## src/rtl/gbm_path_sequencer.sv

```systemverilog
// Drives one Monte-Carlo GBM price path: fetch z, issue a step, capture S_next, emit the sample.
// Optional antithetic rerun from s0 with negated variates: define GBM_PATH_SEQ_ANTITHETIC_EN.
//
// state | meaning
// IDLE  | waiting for start; parameters latched on start
// FETCH | z_ready high, waiting for one normal variate
// ISSUE | gbm_valid high, operands held until gbm_ready
// WAIT  | res_ready high, waiting for S_next from GBM
// EMIT  | out_valid high, sample held until out_ready
module gbm_path_sequencer #(
  parameter int WIDTH     = 32,
  parameter int QFRAC     = 16,
  parameter int MAX_STEPS = 256,
  parameter int STEP_W    = 9
) (
  input  logic              clk,
  input  logic              rst_n,
  input  logic              start,
  input  logic [WIDTH-1:0]  s0,
  input  logic [WIDTH-1:0]  r_in,
  input  logic [WIDTH-1:0]  sigma_in,
  input  logic [WIDTH-1:0]  dt_in,
  input  logic [STEP_W-1:0] num_steps,
  input  logic              z_valid,
  output logic              z_ready,
  input  logic [WIDTH-1:0]  z_data,
  output logic              gbm_valid,
  input  logic              gbm_ready,
  output logic [WIDTH-1:0]  gbm_z,
  output logic [WIDTH-1:0]  gbm_S,
  output logic [WIDTH-1:0]  gbm_r,
  output logic [WIDTH-1:0]  gbm_sigma,
  output logic [WIDTH-1:0]  gbm_dt,
  input  logic              res_valid,
  output logic              res_ready,
  input  logic [WIDTH-1:0]  res_S,
  output logic              out_valid,
  input  logic              out_ready,
  output logic [WIDTH-1:0]  out_S,
  output logic [STEP_W-1:0] out_step,
  output logic              out_last,
  output logic              busy,
  output logic              done,
`ifdef GBM_PATH_SEQ_ANTITHETIC_EN
  output logic              out_anti,
`endif
  output logic              clamp_flag
);

  typedef enum logic [2:0] {
    S_IDLE,
    S_FETCH,
    S_ISSUE,
    S_WAIT,
    S_EMIT
  } state_t;

  localparam logic [STEP_W-1:0] MAX_N   = STEP_W'(MAX_STEPS);
  localparam logic [WIDTH-1:0]  ONE_LSB = WIDTH'(1);

  if (QFRAC >= WIDTH) begin : g_bad_qfrac
    $error("QFRAC must be smaller than WIDTH");
  end

  state_t            state, state_n;
  logic [WIDTH-1:0]  s_cur, s_cur_n;
  logic [WIDTH-1:0]  r_q, r_n;
  logic [WIDTH-1:0]  sigma_q, sigma_n;
  logic [WIDTH-1:0]  dt_q, dt_n;
  logic [WIDTH-1:0]  z_q, z_n;
  logic [WIDTH-1:0]  cap_q, cap_n;
  logic [STEP_W-1:0] step_q, step_n;
  logic [STEP_W-1:0] nsteps_q, nsteps_n;
  logic [STEP_W-1:0] step_inc;
  logic [STEP_W-1:0] nsteps_req;
  logic              clamp_n;
  logic              last_n;
  logic              done_n;
  logic              z_ready_n;
  logic              gbm_valid_n;
  logic              res_ready_n;
  logic              out_valid_n;
  logic              busy_n;
  logic              res_nonpos;

  assign gbm_S     = s_cur;
  assign gbm_z     = z_q;
  assign gbm_r     = r_q;
  assign gbm_sigma = sigma_q;
  assign gbm_dt    = dt_q;
  assign out_S     = cap_q;
  assign out_step  = step_q;

  assign step_inc   = step_q + STEP_W'(1);
  assign nsteps_req = (num_steps > MAX_N) ? MAX_N : num_steps;
  assign res_nonpos = res_S[WIDTH-1] || (res_S == '0);

`ifdef GBM_PATH_SEQ_ANTITHETIC_EN
  localparam int ADDR_W = (MAX_STEPS > 1) ? $clog2(MAX_STEPS) : 1;

  logic [WIDTH-1:0] zbuf [MAX_STEPS];
  logic [WIDTH-1:0] s0_q, s0_n;
  logic             anti_n;
  logic             zbuf_we;

  // Mirror variate; the most negative code has no positive twin, so saturate it.
  function automatic logic [WIDTH-1:0] neg_sat(input logic [WIDTH-1:0] v);
    logic [WIDTH-1:0] res;
    if (v == {1'b1, {(WIDTH-1){1'b0}}}) res = {1'b0, {(WIDTH-1){1'b1}}};
    else                                res = -v;
    return res;
  endfunction

  always_ff @(posedge clk) begin
    if (zbuf_we) zbuf[ADDR_W'(step_q)] <= z_data;
  end
`endif

  always_comb begin
    state_n  = state;
    s_cur_n  = s_cur;
    r_n      = r_q;
    sigma_n  = sigma_q;
    dt_n     = dt_q;
    z_n      = z_q;
    cap_n    = cap_q;
    step_n   = step_q;
    nsteps_n = nsteps_q;
    clamp_n  = clamp_flag;
    last_n   = out_last;
    done_n   = 1'b0;
`ifdef GBM_PATH_SEQ_ANTITHETIC_EN
    s0_n    = s0_q;
    anti_n  = out_anti;
    zbuf_we = 1'b0;
`endif

    case (state)
      S_IDLE: begin
        if (start) begin
          s_cur_n  = s0;
          r_n      = r_in;
          sigma_n  = sigma_in;
          dt_n     = dt_in;
          nsteps_n = nsteps_req;
          step_n   = '0;
          clamp_n  = 1'b0;
          last_n   = 1'b0;
`ifdef GBM_PATH_SEQ_ANTITHETIC_EN
          s0_n   = s0;
          anti_n = 1'b0;
`endif
          // An empty path completes immediately without touching the z stream.
          if (nsteps_req == '0) done_n  = 1'b1;
          else                  state_n = S_FETCH;
        end
      end

      S_FETCH: begin
        if (z_valid && z_ready) begin
          z_n     = z_data;
          state_n = S_ISSUE;
`ifdef GBM_PATH_SEQ_ANTITHETIC_EN
          zbuf_we = 1'b1;
`endif
        end
      end

      S_ISSUE: begin
        if (gbm_valid && gbm_ready) state_n = S_WAIT;
      end

      S_WAIT: begin
        if (res_valid && res_ready) begin
          if (res_nonpos) begin
            cap_n   = ONE_LSB;
            clamp_n = 1'b1;
          end else begin
            cap_n = res_S;
          end
          last_n  = (step_q == nsteps_q - STEP_W'(1));
          state_n = S_EMIT;
        end
      end

      S_EMIT: begin
        if (out_valid && out_ready) begin
          s_cur_n = cap_q;
          if (out_last) begin
`ifdef GBM_PATH_SEQ_ANTITHETIC_EN
            if (!out_anti) begin
              anti_n  = 1'b1;
              step_n  = '0;
              s_cur_n = s0_q;
              z_n     = neg_sat(zbuf[0]);
              state_n = S_ISSUE;
            end else begin
              done_n  = 1'b1;
              state_n = S_IDLE;
            end
`else
            done_n  = 1'b1;
            state_n = S_IDLE;
`endif
          end else begin
            step_n = step_inc;
`ifdef GBM_PATH_SEQ_ANTITHETIC_EN
            if (out_anti) begin
              z_n     = neg_sat(zbuf[ADDR_W'(step_inc)]);
              state_n = S_ISSUE;
            end else begin
              state_n = S_FETCH;
            end
`else
            state_n = S_FETCH;
`endif
          end
        end
      end

      default: state_n = S_IDLE;
    endcase

    z_ready_n   = (state_n == S_FETCH);
    gbm_valid_n = (state_n == S_ISSUE);
    res_ready_n = (state_n == S_WAIT);
    out_valid_n = (state_n == S_EMIT);
    busy_n      = (state_n != S_IDLE);
  end

  always_ff @(posedge clk or negedge rst_n) begin
    if (!rst_n) begin
      state      <= S_IDLE;
      s_cur      <= '0;
      r_q        <= '0;
      sigma_q    <= '0;
      dt_q       <= '0;
      z_q        <= '0;
      cap_q      <= '0;
      step_q     <= '0;
      nsteps_q   <= '0;
      clamp_flag <= 1'b0;
      out_last   <= 1'b0;
      done       <= 1'b0;
      z_ready    <= 1'b0;
      gbm_valid  <= 1'b0;
      res_ready  <= 1'b0;
      out_valid  <= 1'b0;
      busy       <= 1'b0;
`ifdef GBM_PATH_SEQ_ANTITHETIC_EN
      s0_q       <= '0;
      out_anti   <= 1'b0;
`endif
    end else begin
      state      <= state_n;
      s_cur      <= s_cur_n;
      r_q        <= r_n;
      sigma_q    <= sigma_n;
      dt_q       <= dt_n;
      z_q        <= z_n;
      cap_q      <= cap_n;
      step_q     <= step_n;
      nsteps_q   <= nsteps_n;
      clamp_flag <= clamp_n;
      out_last   <= last_n;
      done       <= done_n;
      z_ready    <= z_ready_n;
      gbm_valid  <= gbm_valid_n;
      res_ready  <= res_ready_n;
      out_valid  <= out_valid_n;
      busy       <= busy_n;
`ifdef GBM_PATH_SEQ_ANTITHETIC_EN
      s0_q       <= s0_n;
      out_anti   <= anti_n;
`endif
    end
  end

endmodule

```

## config.mk

```make
export PLATFORM = sky130hd
export DESIGN_NAME = gbm_path_sequencer
export DESIGN_NICKNAME = d
export VERILOG_FILES = /design/src/rtl/gbm_path_sequencer.sv
export SDC_FILE = /design/constraint.sdc
export NUM_CORES = 1
export LEC_CHECK = 0
export CORE_MARGIN = 5
export CORE_UTILIZATION = 38
export CTS_BUF_LIST = sky130_fd_sc_hd__clkbuf_4 sky130_fd_sc_hd__clkbuf_8 sky130_fd_sc_hd__clkbuf_16
export DETAILED_ROUTE_END_ITERATION = 10
export PLACE_DENSITY = 0.74
export SLEW_MARGIN = 20
export SYNTH_ARGS = -nofsm -noshare
export SYNTH_HDL_FRONTEND = slang
export SYNTH_SLANG_ARGS = --single-unit
```

## constraint.sdc

```tcl
create_clock -name clk -period 2.08 [get_ports clk]
set_input_delay 0.208 -clock clk [delete_from_list [all_inputs] [get_ports clk]]
set_output_delay 0.208 -clock clk [all_outputs]
set_load 0.02 [all_outputs]
```

==> impl_metrics.toml <==
[timing]
max_slew_margin_pct = 66.2
slew_viol_final = 0
timing.fmax_mhz = 503
worst_slew_pin_slew_ns = 0.507
fin_crit_sh_pct = 95.6
hold_viol_final = 0
fin_skew_ns = 0.00889
whs_ns = 0.220
setup_viol = 0
worst_slack_ns = 0.0923
final.min_clock_period_ns = 1.99
rsz0062_at_grt = "no"

[die]
die_y_um = 165
die_w_um = 165
initial_core_util_pct = 38.6
num_rows = 56
fp.coreArea_um2 = 23500
io_pins = 417
dieArea_um2 = 27100

[logic_synthesis]
synthFlopType = "dfrtp_1"
ys_ff_latch = 221
yosysUniqueCellTypes = 46
syn_inst = 929
netlist.top_cell.by_area = "dfrtp_1"
yosysSeqAreaShare_pct = 60.8
synth_top_area_share_pct = 60.8
async_reset_ff_share_pct = 100
synth_edf_count = 0
synth_area_leaders = "dfrtp_1 (61%), nand2_1 (15%), mux2_2 (4.0%)"
syn_area_um2 = 9090
synth.avg_cell_area_um2 = 9.79
synth_nets = 1139
yosys_warnings = 0

[setup_path]
critPathBufInv = 1
crit_path_cell_trace = "clkdlybuf4s50_1"
cp-end-kind = "primary output"
max_stage_delay_ns = 0.72
cp-start-kind = "register"
cp.required_ns = 1.87
slowest_stage = "clkdlybuf4s50_1"
path_max_fanout = 10
path_delay_family = "buffers and inverters"
path_class = "reg -> out"
critPathArrivalTime_ns = 1.78

[global_route]
use_met1_pct = 25.2
grt_pass1_wl_mm = 46.3
groute.usage.overall_pct = 21.5
grt_overflow = 0
grt.busiest_layer = "met2"
grt_pass1_vias = 8439
use_met3_pct = 7.81
grt_max_degree = 82
grt_util_met2_pct = 37.2
antenna_found_initial = 1

[power_and_ir_drop]
clkPwrFrac_pct = 22.0
p_sw_share_pct = 36.9
power.switching_uw = 8120
power_frac_seq_pct = 33.1
power_uw = 22000
irDropWorstVdd_v = 0.000855
power_density_nw_per_um2 = 1500
combPwrFrac_pct = 44.9
leakagePower_uw = 0.00657
intPower_uw = 13900

[status]
status = "completed"

[clock_tree]
cts_resized = 0
cts_tree = "yes"
clk_latency_ns = 0.51
cts_buffers = 26
cts-root-buf = "clkbuf_16"
clk_pin_slew_ns = 0.06
htreeDepth = 1
cts_sinks = 221
clockBufferDepth = 3

[placement]
pre_cts_ws_ns = -0.0199
io_buffers = 416
hpwlAfterDp_mm = 22.7
dpl-instance-area_um2 = 13800
gp_congestion = 0.891

[worst_hold_path]
hold_class = "in -> reg"

[final_layout]
fillCellCount = 1955
multi_input_area_um2 = 3370
syn_to_final_growth_pct = 61.9
drive_gt1_share_pct = 8.54
stdcell_area_um2 = 14700
layout.nets = 1563
layout_commonest_cell = "clkdlybuf4s50_1"
mostFrequentLayoutCells = "clkdlybuf4s50_1 (415), nand2_1 (373), dfrtp_1 (221), nor2_1 (47), o21ai_0 (39)"
final_util_pct = 62.5
seqCellArea_um2 = 5530

[detailed_routing]
num_vias = 8077
routed_wl_mm = 30.2
viasPerCell = 4.78
avgRoutedWirePerCell_um = 17.9
drc = 0
first_pass_iters = 6
drtIter0Drc = 486
ant_nets = 0

[flow_run]
max-cap-violations = 0
[flip-flops by register name, summed over array words and instances, names as in the netlist, 3 cells and up]
name / flops
gbm_S: 32
gbm_dt: 32
gbm_r: 32
gbm_sigma: 32
gbm_z: 32
out_S: 32
nsteps_q: 9
out_step: 9
state: 3
[timing repair]
action | CTS | global route
setup buffers | 0 | 0
hold endpoints to repair | 50 | 0
hold buffers | 1 | 0
[cells in the mapped netlist (3+ instances only)]
cell type,n
nand2_1,373
dfrtp_1,221
nor2_1,49
o21ai_0,39
a21oi_1,37
mux2_2,32
mux2i_1,32
clkbuf_1,24
buf_2,18
xnor2_1,11
nor4_1,10
nand3_1,9
nand3b_1,9
buf_1,7
xor2_1,7
nand4_1,4
nor3_1,4
inv_1,3
nor3b_1,3
or2_2,3
[area by class of cell]
type	instances	area share [%]
Sequential cell	221	37.6
Timing Repair Buffer	445	30.5
Multi-Input combinational cell	656	22.9
Clock buffer	34	4.99
Tap cell	319	2.71
Clock inverter	11	1.29
Inverter	3	0.0765
Antenna cell	1	0.0170
[power by group through the flow]
stage | logic, uW | registers [uW] | clock network (uW)
after global routing | 10600 | 7560 | 5170
after global placement | 9800 | 7280 | 0
after detailed placement | 9960 | 7340 | 0
after CTS | 10000 | 7300 | 5000
after floorplan | 2830 | 9290 | 0
final | 9880 | 7290 | 4860
[cells by family after synthesis]
group	synth area share, %
AO/OA/AOI/OAI	5.66
XOR/XNOR	1.73
adder cells (fa/ha/maj)	0.275
buffers and inverters	2.39
flip-flops	60.8
multiplexers	7.61
AND/OR/NAND/NOR	21.5
[metal layers]
metal,wire [um],vias to the layer above
li1,-,3870
met1,11200,3812
met2,14900,347
met3,3420,48
met4,769,0
met5,0,-
[metrics by stage]
step,TNS [ns],instances
6_report,0,1690
2_1_floorplan,0,929
3_3_place_gp,-0.00774,1643
4_1_cts,0,1689
5_1_grt,0,1690
3_5_place_dp,-0.0199,1643
[worst paths after layout]
| check | startpoint | to | slack, ns | depth (start not counted) |
|---|---|---|---|---|
| setup / recovery | out_step[5] | out_step[5] | 0.09 | 1 |
| hold / removal | sigma_in[20] | gbm_sigma[20] | 0.22 | 3 |
| setup reg to reg | nsteps_q[3] | out_last | 0.19 | 5 |
| hold reg to reg | gbm_sigma[5] | gbm_sigma[5] | 0.47 | 2 |
| max in group asynchronous | rst_n | nsteps_q[4] | 1.19 | 3 |
| min in group asynchronous | rst_n | gbm_S[3] | 0.26 | 2 |
No activity file was read; power rests on OpenSTA's default activity.
